<file path="config.mk">
export PLATFORM = sky130hd
export DESIGN_NAME = keypad_scanner
export DESIGN_NICKNAME = d
export VERILOG_FILES = /design/src/rtl/keypad_pkg.sv /design/src/rtl/keypad_scanner_key_map.sv /design/src/rtl/keypad_scanner.sv
export SDC_FILE = /design/constraint.sdc
export NUM_CORES = 1
export LEC_CHECK = 0
export CORE_MARGIN = 10
export CORE_UTILIZATION = 45
export CTS_CLUSTER_DIAMETER = 60
export CTS_CLUSTER_SIZE = 16
export DETAILED_ROUTE_END_ITERATION = 8
export GPL_ROUTABILITY_DRIVEN = 1
export GPL_TIMING_DRIVEN = 0
export PLACE_DENSITY = 0.66
export SETUP_SLACK_MARGIN = 0.02
export SYNTH_ARGS = -nofsm -noshare
export SYNTH_HDL_FRONTEND = slang
export SYNTH_HIERARCHICAL = 1
export SYNTH_SLANG_ARGS = --single-unit
</file>
<file path="constraint.sdc">
create_clock -name clk -period 4.2 [get_ports clk]
set_input_delay 1.05 -clock clk [delete_from_list [all_inputs] [get_ports clk]]
set_output_delay 1.05 -clock clk [all_outputs]
set_load 0.02 [all_outputs]
</file>
<file path="src/rtl/keypad_pkg.sv">
// -----------------------------------------------------------------------------
// keypad_pkg
// Shared types and constants for the 4x4 matrix keypad scanner.
//   scanState_t   : scanner FSM states (scan, debounce a press, wait for release)
//   KEY_CLEAR     : key code that clears the digit register ('*' on the keypad)
//   COL_RESET     : column drive pattern after reset (column 0 driven low)
//   ROW_IDLE      : synchronizer reset value, i.e. "no row pulled low"
//   lowestLowRow  : priority pick of the lowest-index row that reads low
// -----------------------------------------------------------------------------
package keypad_pkg;

  typedef enum logic [1:0] {
    ST_SCAN     = 2'd0,
    ST_DEBOUNCE = 2'd1,
    ST_HELD     = 2'd2
  } scanState_t;

  localparam logic [3:0] KEY_CLEAR = 4'hE;
  localparam logic [3:0] COL_RESET = 4'b1110;
  localparam logic [3:0] ROW_IDLE  = 4'b1111;

  // Rows are active low. When several keys in one column are down, the
  // lowest row index wins so that the result is deterministic.
  function automatic logic [1:0] lowestLowRow(input logic [3:0] rows);
    logic [1:0] idx;
    idx = 2'd0;
    casez (rows)
      4'b???0: idx = 2'd0;
      4'b??01: idx = 2'd1;
      4'b?011: idx = 2'd2;
      4'b0111: idx = 2'd3;
      default: idx = 2'd0;
    endcase
    return idx;
  endfunction

endpackage

</file>
<file path="src/rtl/keypad_scanner_key_map.sv">
// -----------------------------------------------------------------------------
// key_map
// Combinational translation of a keypad position into its hex key code.
// Layout (rows 0..3 top to bottom, columns 0..3 left to right):
//   1 2 3 A
//   4 5 6 B
//   7 8 9 C
//   E 0 F D      (E is '*', F is '#')
// Ports:
//   i_row  in  2  row index of the pressed key
//   i_col  in  2  column index of the pressed key
//   o_key  out 4  hex key code
// -----------------------------------------------------------------------------
module key_map (
  input  logic [1:0] i_row,
  input  logic [1:0] i_col,
  output logic [3:0] o_key
);

  // Plain lookup on the concatenated {row, column} position.
  always_comb begin
    o_key = 4'h0;
    case ({i_row, i_col})
      4'b00_00: o_key = 4'h1;
      4'b00_01: o_key = 4'h2;
      4'b00_10: o_key = 4'h3;
      4'b00_11: o_key = 4'hA;
      4'b01_00: o_key = 4'h4;
      4'b01_01: o_key = 4'h5;
      4'b01_10: o_key = 4'h6;
      4'b01_11: o_key = 4'hB;
      4'b10_00: o_key = 4'h7;
      4'b10_01: o_key = 4'h8;
      4'b10_10: o_key = 4'h9;
      4'b10_11: o_key = 4'hC;
      4'b11_00: o_key = 4'hE;
      4'b11_01: o_key = 4'h0;
      4'b11_10: o_key = 4'hF;
      4'b11_11: o_key = 4'hD;
      default:  o_key = 4'h0;
    endcase
  end

endmodule

</file>
<file path="src/rtl/keypad_scanner.sv">
// -----------------------------------------------------------------------------
// keypad_scanner
// Scans a 4x4 active-low matrix keypad one column at a time, debounces each
// press and release, and collects typed decimal digits into a four-digit BCD
// register that feeds the seven-segment display directly.
// Parameters:
//   SCAN_DIV  clock cycles each column is driven (>= 4 so the row
//             synchronizer settles inside one dwell)
//   DEBOUNCE  identical samples needed to accept a press or a release (>= 1)
// Ports:
//   clk       in  1   clock, rising edge
//   rst_n     in  1   synchronous active-low reset
//   row       in  4   keypad rows, active low, asynchronous to clk
//   col       out 4   column drive, active low, one bit low at a time
//   keyValid  out 1   one-cycle pulse per accepted press
//   keyCode   out 4   hex code of the last accepted key
//   digits    out 16  four BCD digits, [15:12] most significant
// -----------------------------------------------------------------------------
module keypad_scanner
  import keypad_pkg::*;
#(
  parameter int SCAN_DIV = 50000,
  parameter int DEBOUNCE = 10
) (
  input  logic        clk,
  input  logic        rst_n,
  input  logic [3:0]  row,
  output logic [3:0]  col,
  output logic        keyValid,
  output logic [3:0]  keyCode,
  output logic [15:0] digits
);

  localparam int DIV_W = (SCAN_DIV > 1) ? $clog2(SCAN_DIV) : 1;
  localparam int CNT_W = $clog2(DEBOUNCE + 1);
  localparam logic [DIV_W-1:0] DIV_LAST = DIV_W'(SCAN_DIV - 1);
  localparam logic [CNT_W-1:0] CNT_DONE = CNT_W'(DEBOUNCE);
  localparam logic             INSTANT_ACCEPT = (DEBOUNCE <= 1);

  logic [3:0]       r_rowMeta;
  logic [3:0]       r_rowSync;
  logic [DIV_W-1:0] r_div;
  logic [3:0]       r_col;
  logic [1:0]       r_colIdx;
  scanState_t       r_state;
  logic [CNT_W-1:0] r_cnt;
  logic [1:0]       r_keyRow;
  logic [1:0]       r_keyCol;
  logic             r_keyValid;
  logic [3:0]       r_keyCode;
  logic [15:0]      r_digits;

  logic             w_sampleEdge;
  logic             w_anyLow;
  logic [1:0]       w_rowIdx;
  logic [CNT_W-1:0] w_cntInc;
  logic [1:0]       w_mapRow;
  logic [1:0]       w_mapCol;
  logic [3:0]       w_mappedKey;
  logic [15:0]      w_digitsNext;

  // The rows come straight from the keypad and are asynchronous to clk, so
  // they pass through two flops before any decision looks at them. Reset
  // loads "all rows high" so nothing looks pressed while the chain refills.
  always_ff @(posedge clk) begin
    if (!rst_n) begin
      r_rowMeta <= ROW_IDLE;
      r_rowSync <= ROW_IDLE;
    end else begin
      r_rowMeta <= row;
      r_rowSync <= r_rowMeta;
    end
  end

  // Dwell divider. Its last count marks the end of the current column's
  // dwell, which is the only moment the FSM looks at the rows.
  always_ff @(posedge clk) begin
    if (!rst_n) begin
      r_div <= '0;
    end else if (r_div == DIV_LAST) begin
      r_div <= '0;
    end else begin
      r_div <= r_div + 1'b1;
    end
  end

  assign w_sampleEdge = (r_div == DIV_LAST);
  assign w_anyLow     = ~&r_rowSync;
  assign w_rowIdx     = lowestLowRow(r_rowSync);
  assign w_cntInc     = r_cnt + 1'b1;

  // With single-sample debounce the press is accepted while still in SCAN,
  // before the position has been latched, so the live row and column feed
  // the decoder there. Everywhere else the latched position is used.
  assign w_mapRow = (r_state == ST_SCAN) ? w_rowIdx : r_keyRow;
  assign w_mapCol = (r_state == ST_SCAN) ? r_colIdx : r_keyCol;

  key_map u_keyMap (
    .i_row (w_mapRow),
    .i_col (w_mapCol),
    .o_key (w_mappedKey)
  );

  // Digit register update for an accepted key: decimal keys shift in from
  // the right and push the oldest digit out, '*' clears, and the letter keys
  // and '#' leave the display alone.
  always_comb begin
    w_digitsNext = r_digits;
    if (w_mappedKey <= 4'd9) begin
      w_digitsNext = {r_digits[11:0], w_mappedKey};
    end else if (w_mappedKey == KEY_CLEAR) begin
      w_digitsNext = 16'h0000;
    end
  end

  // Scanner FSM together with the column drive and the registered outputs.
  // The column only moves on from SCAN (or when falling back to SCAN), so
  // during DEBOUNCE and HELD the same key stays under observation. One
  // counter serves both phases: press confirmations in DEBOUNCE, consecutive
  // released samples in HELD. A key that is held down therefore produces one
  // accept and nothing more until it has been seen released.
  always_ff @(posedge clk) begin
    if (!rst_n) begin
      r_state    <= ST_SCAN;
      r_col      <= COL_RESET;
      r_colIdx   <= 2'd0;
      r_cnt      <= '0;
      r_keyRow   <= 2'd0;
      r_keyCol   <= 2'd0;
      r_keyValid <= 1'b0;
      r_keyCode  <= 4'h0;
      r_digits   <= 16'h0000;
    end else begin
      r_keyValid <= 1'b0;
      if (w_sampleEdge) begin
        unique case (r_state)
          ST_SCAN: begin
            if (w_anyLow) begin
              r_keyRow <= w_rowIdx;
              r_keyCol <= r_colIdx;
              if (INSTANT_ACCEPT) begin
                r_state    <= ST_HELD;
                r_cnt      <= '0;
                r_keyValid <= 1'b1;
                r_keyCode  <= w_mappedKey;
                r_digits   <= w_digitsNext;
              end else begin
                r_state <= ST_DEBOUNCE;
                r_cnt   <= CNT_W'(1);
              end
            end else begin
              r_col    <= {r_col[2:0], r_col[3]};
              r_colIdx <= r_colIdx + 1'b1;
            end
          end
          ST_DEBOUNCE: begin
            if (w_anyLow && (w_rowIdx == r_keyRow)) begin
              if (w_cntInc == CNT_DONE) begin
                r_state    <= ST_HELD;
                r_cnt      <= '0;
                r_keyValid <= 1'b1;
                r_keyCode  <= w_mappedKey;
                r_digits   <= w_digitsNext;
              end else begin
                r_cnt <= w_cntInc;
              end
            end else begin
              r_state  <= ST_SCAN;
              r_cnt    <= '0;
              r_col    <= {r_col[2:0], r_col[3]};
              r_colIdx <= r_colIdx + 1'b1;
            end
          end
          ST_HELD: begin
            if (w_anyLow) begin
              r_cnt <= '0;
            end else if (w_cntInc == CNT_DONE) begin
              r_state  <= ST_SCAN;
              r_cnt    <= '0;
              r_col    <= {r_col[2:0], r_col[3]};
              r_colIdx <= r_colIdx + 1'b1;
            end else begin
              r_cnt <= w_cntInc;
            end
          end
          default: begin
            r_state <= ST_SCAN;
            r_cnt   <= '0;
          end
        endcase
      end
    end
  end

  assign col      = r_col;
  assign keyValid = r_keyValid;
  assign keyCode  = r_keyCode;
  assign digits   = r_digits;

endmodule

</file>
== Yosys cells after proc, flatten, opt, wreduce, memory -nomap -nowiden ==
Memory sizes are Yosys's and may differ from the RTL's.
Cells that the tools add are included.

* Reductions and logical operators: 14
* $add $sub $neg: 3
* Bitwise gates (word level): 2
* Mux-type cells: 27
* $lt $le $gt $ge: 1
* Equality and inequality tests: 15

{| class="wikitable"
|+ Operators with widths
! kind !! count
|-
| 16-bit 2-to-1 mux || 2
|-
| 4-bit 2-to-1 mux || 8
|-
| 4-bit case mux with 3 select lines || 2
|-
| 2-bit 2-to-1 mux || 11
|-
| 2-bit case mux with 3 select lines || 3
|-
| 16-bit by 1-bit adder with 16-bit output, second input constant || 1
|-
| 16-bit == test, second input constant || 1
|-
| 4-bit AND reduction || 3
|-
| 2-bit != test, second input constant || 5
|-
| 5-bit AND reduction || 2
|-
| 4-bit == test, second input constant || 2
|-
| 6-bit AND reduction || 1
|-
| 4-bit by 1-bit adder with 4-bit output, second input constant || 1
|-
| 2-bit by 1-bit == test with 1-bit output, second input constant || 2
|-
| 4-bit by 3-bit == test with 1-bit output, second input constant || 1
|-
| 4-bit less-or-equal comparator, second input constant || 1
|-
| 3-bit by 2-bit == test with 1-bit output, second input constant || 1
|-
| 3-bit != test, second input constant || 1
|-
| 3-bit AND reduction || 1
|-
| 3-bit nonzero test || 1
|-
| 2-bit by 1-bit adder with 2-bit output, second input constant || 1
|-
| 2-bit == test || 1
|-
| 2-bit == test, second input constant || 1
|-
| 2-bit zero test || 1
|-
| 7 further kinds || 8
|}

* Output and inout bits: 25
* Memories kept: 1
* Input port bits: 6
* Word-level logic and storage cells: 75
* Register bits after elaboration: 61
* Bits in read-only memories: 64

{| class="wikitable"
|+ Memory list
! memory !! words !! width !! rd ports !! clocked after memory_dff !! wr ports !! RTL line !! RTL
|-
| (name not given) || 16 || 4 || 1 || 0 || 0 || keypad_scanner_key_map.sv:23 || <nowiki>case ({i_row, i_col})</nowiki>
|}

== Longest topological paths before layout ==
An unclocked memory read counts as a cell.

* Depth after elaboration: 7
* Depth in mapped cells: 14
* Mapped depth without buffers: 12

== Modules after synthesis ==
The synthesis kept the hierarchy.

{| class="wikitable"
|+ By module, submodules not included
! module !! area each (um2) !! instances !! cells an instance
|-
| keypad_scanner || 2657.5 || 1 || 306
|-
| key_map || 172.7 || 1 || 17
|}

== Worst setup path before layout ==
Ideal clock, no wire load.

* Path kind: reg-to-reg
* Start: reg r_state[0]
* End: reg r_digits[10], in the netlist digits[10]
* Cell stages (with the launch flop): 13
* Required time: 4066 ps
* Slack: 1370 ps
* Library setup time: 134 ps
* Arrival time: 2697 ps
* Cell sequence: dfxtp_1 clkbuf_1 inv_1 nand2_1 nand2_1 nand2_1 inv_1 ha_1 mux4_2 o21ai_0 o2111a_1 buf_2 o22ai_1

* Cells in the longest elaborated chain, start to end: 6
* Elaborated cells on any way between the ends: 10
* Classes of those cells: order compare: 1; eq/ne: 2; mux: 3; reduce/logical: 3; memory: 1

{| class="wikitable"
|+ RTL lines
! element !! RTL line !! RTL
|-
| start: declaration || keypad_scanner.sv:45 || <nowiki>scanState_t r_state;</nowiki>
|-
| start signal: assignment || keypad_scanner.sv:124 || <nowiki>r_state <= ST_SCAN;</nowiki>
|-
| start signal: assignment || keypad_scanner.sv:142 || <nowiki>r_state <= ST_HELD;</nowiki>
|-
| start signal: assignment || keypad_scanner.sv:148 || <nowiki>r_state <= ST_DEBOUNCE;</nowiki>
|-
| 2-bit zero test (*) || keypad_scanner.sv:96 || <nowiki>assign w_mapCol = (r_state == ST_SCAN) ? r_colIdx : r_keyCol;</nowiki>
|-
| 2-bit 2-to-1 mux (*) || keypad_scanner.sv:96 ||
|-
| named net w_mapCol[0] || keypad_scanner.sv:58 || <nowiki>logic [1:0] w_mapCol;</nowiki>
|-
| memory 16 x 4 bit (*) || n/a ||
|-
| named net w_mappedKey[1] || keypad_scanner.sv:59 || <nowiki>logic [3:0] w_mappedKey;</nowiki>
|-
| 4-bit less-or-equal comparator / 4-bit == test (equally long branches) || keypad_scanner.sv:109, keypad_scanner.sv:111 ||
|-
| 2-bit nonzero test (no source line) || n/a ||
|-
| 5-bit AND reduction (no source line) || n/a ||
|-
| end signal: assignment || keypad_scanner.sv:146 || <nowiki>r_digits <= w_digitsNext;</nowiki>
|-
| end signal: assignment || keypad_scanner.sv:163 || <nowiki>r_digits <= w_digitsNext;</nowiki>
|-
| end: declaration || keypad_scanner.sv:51 || <nowiki>logic [15:0] r_digits;</nowiki>
|}

Mark *: on every way through the listed nets, which the timed path passes. The rest lies on a longest branch.
A chain may end at the register's enable or synchronous reset.

== Worst setup path in the final report ==
Ends and elaborated chain as after synthesis.

==> impl_summary.md <==
Run status
The run finished with clean final reports.

Setup path
The beginning of the worst register-to-register path is r_state[0]. The startpoint type of the worst setup path is a register. The worst setup path is captured at a register. The most critical setup path has its startpoint at r_state[0].

The worst register-to-register path has a depth of 12. The setup check on the worst reg-to-reg path leaves a slack of roughly 0.75 ns. The largest fanout on the critical path is 10. The required time of the critical path is 4.41 ns.

The capture instance of the worst register-to-register path is digits[10]. The critical path start-end classification is reg -> reg. The critical path data arrival time is about 3.7 ns. The termination of the worst setup path is digits[10].

Logic synthesis
The post-synthesis instance area is about 2800 µm². The number of flops mapped to enable cells by yosys is 0. The Yosys warning count is 6.

In the synthesized netlist the async set-or-reset flop fraction comes to 0%. Yosys mapped the design onto 48 distinct sky130hd cell types. After synthesis, the cell types taking the most area are sky130_fd_sc_hd__dfxtp_1 (43%), sky130_fd_sc_hd__nand2_1 (7.2%), sky130_fd_sc_hd__mux2i_1 (6.0%), sky130_fd_sc_hd__o22ai_1 (3.8%), sky130_fd_sc_hd__ha_1 (3.5%). The cell count after synthesis came out at around 320. After synthesis, the mean cell area works out to just under 9 µm². The main flop type after synthesis is sky130_fd_sc_hd__dfxtp_1. The share of the synthesized area in the top cell type is between 40% and 50%. The total of flip-flops plus latches after synthesis is just over 60.

The sequential-to-total area share from yosys stat is a little over two fifths. The biggest area consumer among synthesized cells is sky130_fd_sc_hd__dfxtp_1. The number of nets in the synthesized netlist is ~340.

GRT
The number of global-route vias before repair is roughly 2,300. The first global-routing pass estimated 11,500 µm of wire. Global routing used approximately 14% of the available tracks across all layers. The number of antenna violations at the first check in global routing is 0. The largest net degree at the start of global routing is 11. The global-route congestion overflow total is 0.

Route
Dividing the detail-routed wire length by the instance count gives 15.4 µm. After detailed routing, the number of remaining DRC violations is 0. The routed layout has between 2,000 and 2,500 vias.

Using the TritonRoute via totals, the vias-per-cell ratio works out to between 5 and 6. The routed design has slightly below 7000 µm of wire. The pre-antenna-repair detailed-routing pass consisted of 4 iterations. Once detail routing completed, the nets flagged for antenna violations numbered 0. The violation count after the first detailed-route iteration is between 100 and 150.

STA
The actual slew at the worst max-slew pin is between 0.6 and 0.7 ns. The final worst setup slack is between 0.7 and 0.8 ns. In this run the tightest slew margin relative to its limit is approximately 55%. The number of slew-limit violations in the final report is 0. The final setup TNS is 0 ns. Dividing the final minimum period by the clock period gives 82.0%.

The maximum clock rate is about 290 MHz. The time the worst path needs with I/O delays and setup is between 3 and 4 ns. Setup violations remaining at the end of the flow were counted as 0.

Setup repair after global routing left no endpoint under its margin. The number of endpoints with negative hold slack in the final report was 0. The maximum clock skew at final layout is 0.00866 ns.

Clock tree
The maximum buffer depth of the clock tree is 2. The number of clock buffers added by TritonCTS is 9. The CTS tree is yes. The H-tree was split into 3 levels. The number of gates resized after cts is 0. At the later pin of the worst-skew pair, clock insertion delay measures 0.34 ns.

CTS placed an instance of sky130_fd_sc_hd__clkbuf_8 at the clock tree root. Once the clock tree was built, the setup fixing pass inserted 0 buffers. The clock transition at the registers of the reported paths is roughly 0.07 ns. The cts-stage hold buffer count is 0. Counting every sink on the clock net gives 61.

Floorplanning
The initial utilization of the core area, before any placement, comes to between 40% and 50%. The floorplan die height is about 100 µm. The top-level port count is 31.

The total die area is approximately 9900 µm². The core region is 6030 µm². After floorplanning, the core was divided into 28 placement rows. From left edge to right edge, the die measures around 100 µm.

Layout
The number of nets in the final layout is approximately 380. The number of antenna diodes in the final layout is 0. The library cell used most frequently in the layout, excluding fill and tap cells, is sky130_fd_sc_hd__dfxtp_1. In the layout the commonest cells are sky130_fd_sc_hd__dfxtp_1 (61), sky130_fd_sc_hd__nand2_1 (54), sky130_fd_sc_hd__clkdlybuf4s50_1 (29), sky130_fd_sc_hd__nor2_1 (26). Cells with a size suffix above 1 make up 7.92% of the layout. The area overhead of the layout relative to synthesis is 20.6%.

Power
The leakage power is 1.25 nW. The power per cell area is 345 nW/µm². The peak ir drop on the vdd network is 0.221 mV.

Placed design
Before CTS, the worst setup slack after placement is about 0.81 ns. Routability-driven placement finished with a final weighted congestion of 0.846. Port buffering added 29 buffers. Detailed placement ended at an HPWL of around 4800 µm.

Flow run
Across the run, the number of max-cap violations was 0.

Worst hold path
The worst hold path depth is 1. In this run the worst hold path is classified as reg -> reg.
[critical path, cell delays in order, from the launching register on]
cell and delay, ns:
sky130_fd_sc_hd__dfxtp_1 0.31, sky130_fd_sc_hd__clkbuf_1 0.38, sky130_fd_sc_hd__inv_1 0.16, sky130_fd_sc_hd__nand2_1 0.27
sky130_fd_sc_hd__nand2_1 0.09, sky130_fd_sc_hd__nand2_1 0.20, sky130_fd_sc_hd__inv_1 0.12, sky130_fd_sc_hd__ha_1 0.21
sky130_fd_sc_hd__mux4_2 0.52, sky130_fd_sc_hd__o21ai_0 0.26, sky130_fd_sc_hd__o2111a_1 0.40, sky130_fd_sc_hd__buf_2 0.28
sky130_fd_sc_hd__o22ai_1 0.11
[per-stage QoR]
stage / utilization, % / area (µm²) / total power [mW] / instances / hold WS (ns)
after floorplan: - / 2830 / 0.636 / 323 / 0.386
after CTS: 56.6 / 3410 / 1.19 / 441 / 0.412
after global placement: 53.3 / 3210 / 0.650 / 427 / 0.395
after detailed placement: 53.3 / 3210 / 0.651 / 427 / 0.394
after global routing: 56.6 / 3410 / 1.22 / 441 / 0.439
final: 56.6 / 3410 / 1.18 / 441 / 0.410
[state kept, by name, indices dropped and copies added (netlist names)]
| register | count |
|---|---|
| r_state | 2 |
| r_colIdx | 2 |
| keyValid | 1 |
| r_rowMeta | 4 |
| r_keyRow | 2 |
| r_keyCol | 2 |
| r_div | 16 |
| r_cnt | 4 |
| col | 4 |
| digits | 16 |
| r_rowSync | 4 |
| keyCode | 4 |
[kinds of logic after synthesis]
kind of cell | after synthesis | synth area share (%)
compound gates | 55 | 13.4
xor+xnor | 12 | 3.71
fa+ha+maj | 8 | 3.54
buf+inv | 26 | 3.89
flops | 61 | 43.1
mux | 19 | 7.21
simple gates | 142 | 25.1
[per-layer routing]
metal,wire (µm),track usage (%),vias up,share of wire [%]
met3,516,7.13,10,7.6
met4,148,5.40,0,2.2
met5,0,0,-,0
met1,3160,17.0,1144,46
li1,-,-,1225,-
met2,2980,20.8,53,44
[worst min-delay path by stage]
stage | from | endpoint | slack (ns)
after floorplan | r_rowMeta[0] | r_rowSync[0] | 0.39
after global placement | r_rowMeta[1] | r_rowSync[1] | 0.39
after detailed placement | r_rowMeta[3] | r_rowSync[3] | 0.39
after CTS | r_rowMeta[2] | r_rowSync[2] | 0.41
after global routing | r_rowMeta[3] | r_rowSync[3] | 0.44
final | r_rowMeta[2] | r_rowSync[2] | 0.41
[power breakdown]
| group | internal [mW] | leakage [nW] | switching (mW) |
|---|---|---|---|
| combinational | 0.0198 | 0.650 | 0.0292 |
| sequential | 0.584 | 0.494 | 0.00455 |
| clock | 0.317 | 0.102 | 0.224 |
| total | 0.921 | 1.25 | 0.257 |
[Yosys cell counts, types with 3 or more instances]
master,count
sky130_fd_sc_hd__o21ai_0,9
sky130_fd_sc_hd__mux2i_1,17
sky130_fd_sc_hd__ha_1,8
sky130_fd_sc_hd__xnor2_1,3
sky130_fd_sc_hd__buf_2,4
sky130_fd_sc_hd__o211ai_1,3
sky130_fd_sc_hd__and3_1,5
sky130_fd_sc_hd__nand3_1,14
sky130_fd_sc_hd__nor2_1,26
sky130_fd_sc_hd__nand2b_1,11
sky130_fd_sc_hd__dfxtp_1,61
sky130_fd_sc_hd__nand2_1,54
sky130_fd_sc_hd__o22ai_1,17
sky130_fd_sc_hd__nand4_1,8
sky130_fd_sc_hd__clkbuf_1,11
sky130_fd_sc_hd__xor2_1,9
sky130_fd_sc_hd__inv_1,10
sky130_fd_sc_hd__or3_1,5
sky130_fd_sc_hd__a21oi_1,12
[final cells by class]
type | count | area [µm²]
plain buffers | 16 | 72.6
clock buffers | 13 | 169
clock inverters | 1 | 30.0
fillers | 560 | 2610
inverters | 10 | 37.5
multi-input cells | 236 | 1500
flip-flops and latches | 61 | 1220
well taps | 75 | 93.8
repair buffers | 29 | 290
Power figures use the tool's default switching activity.
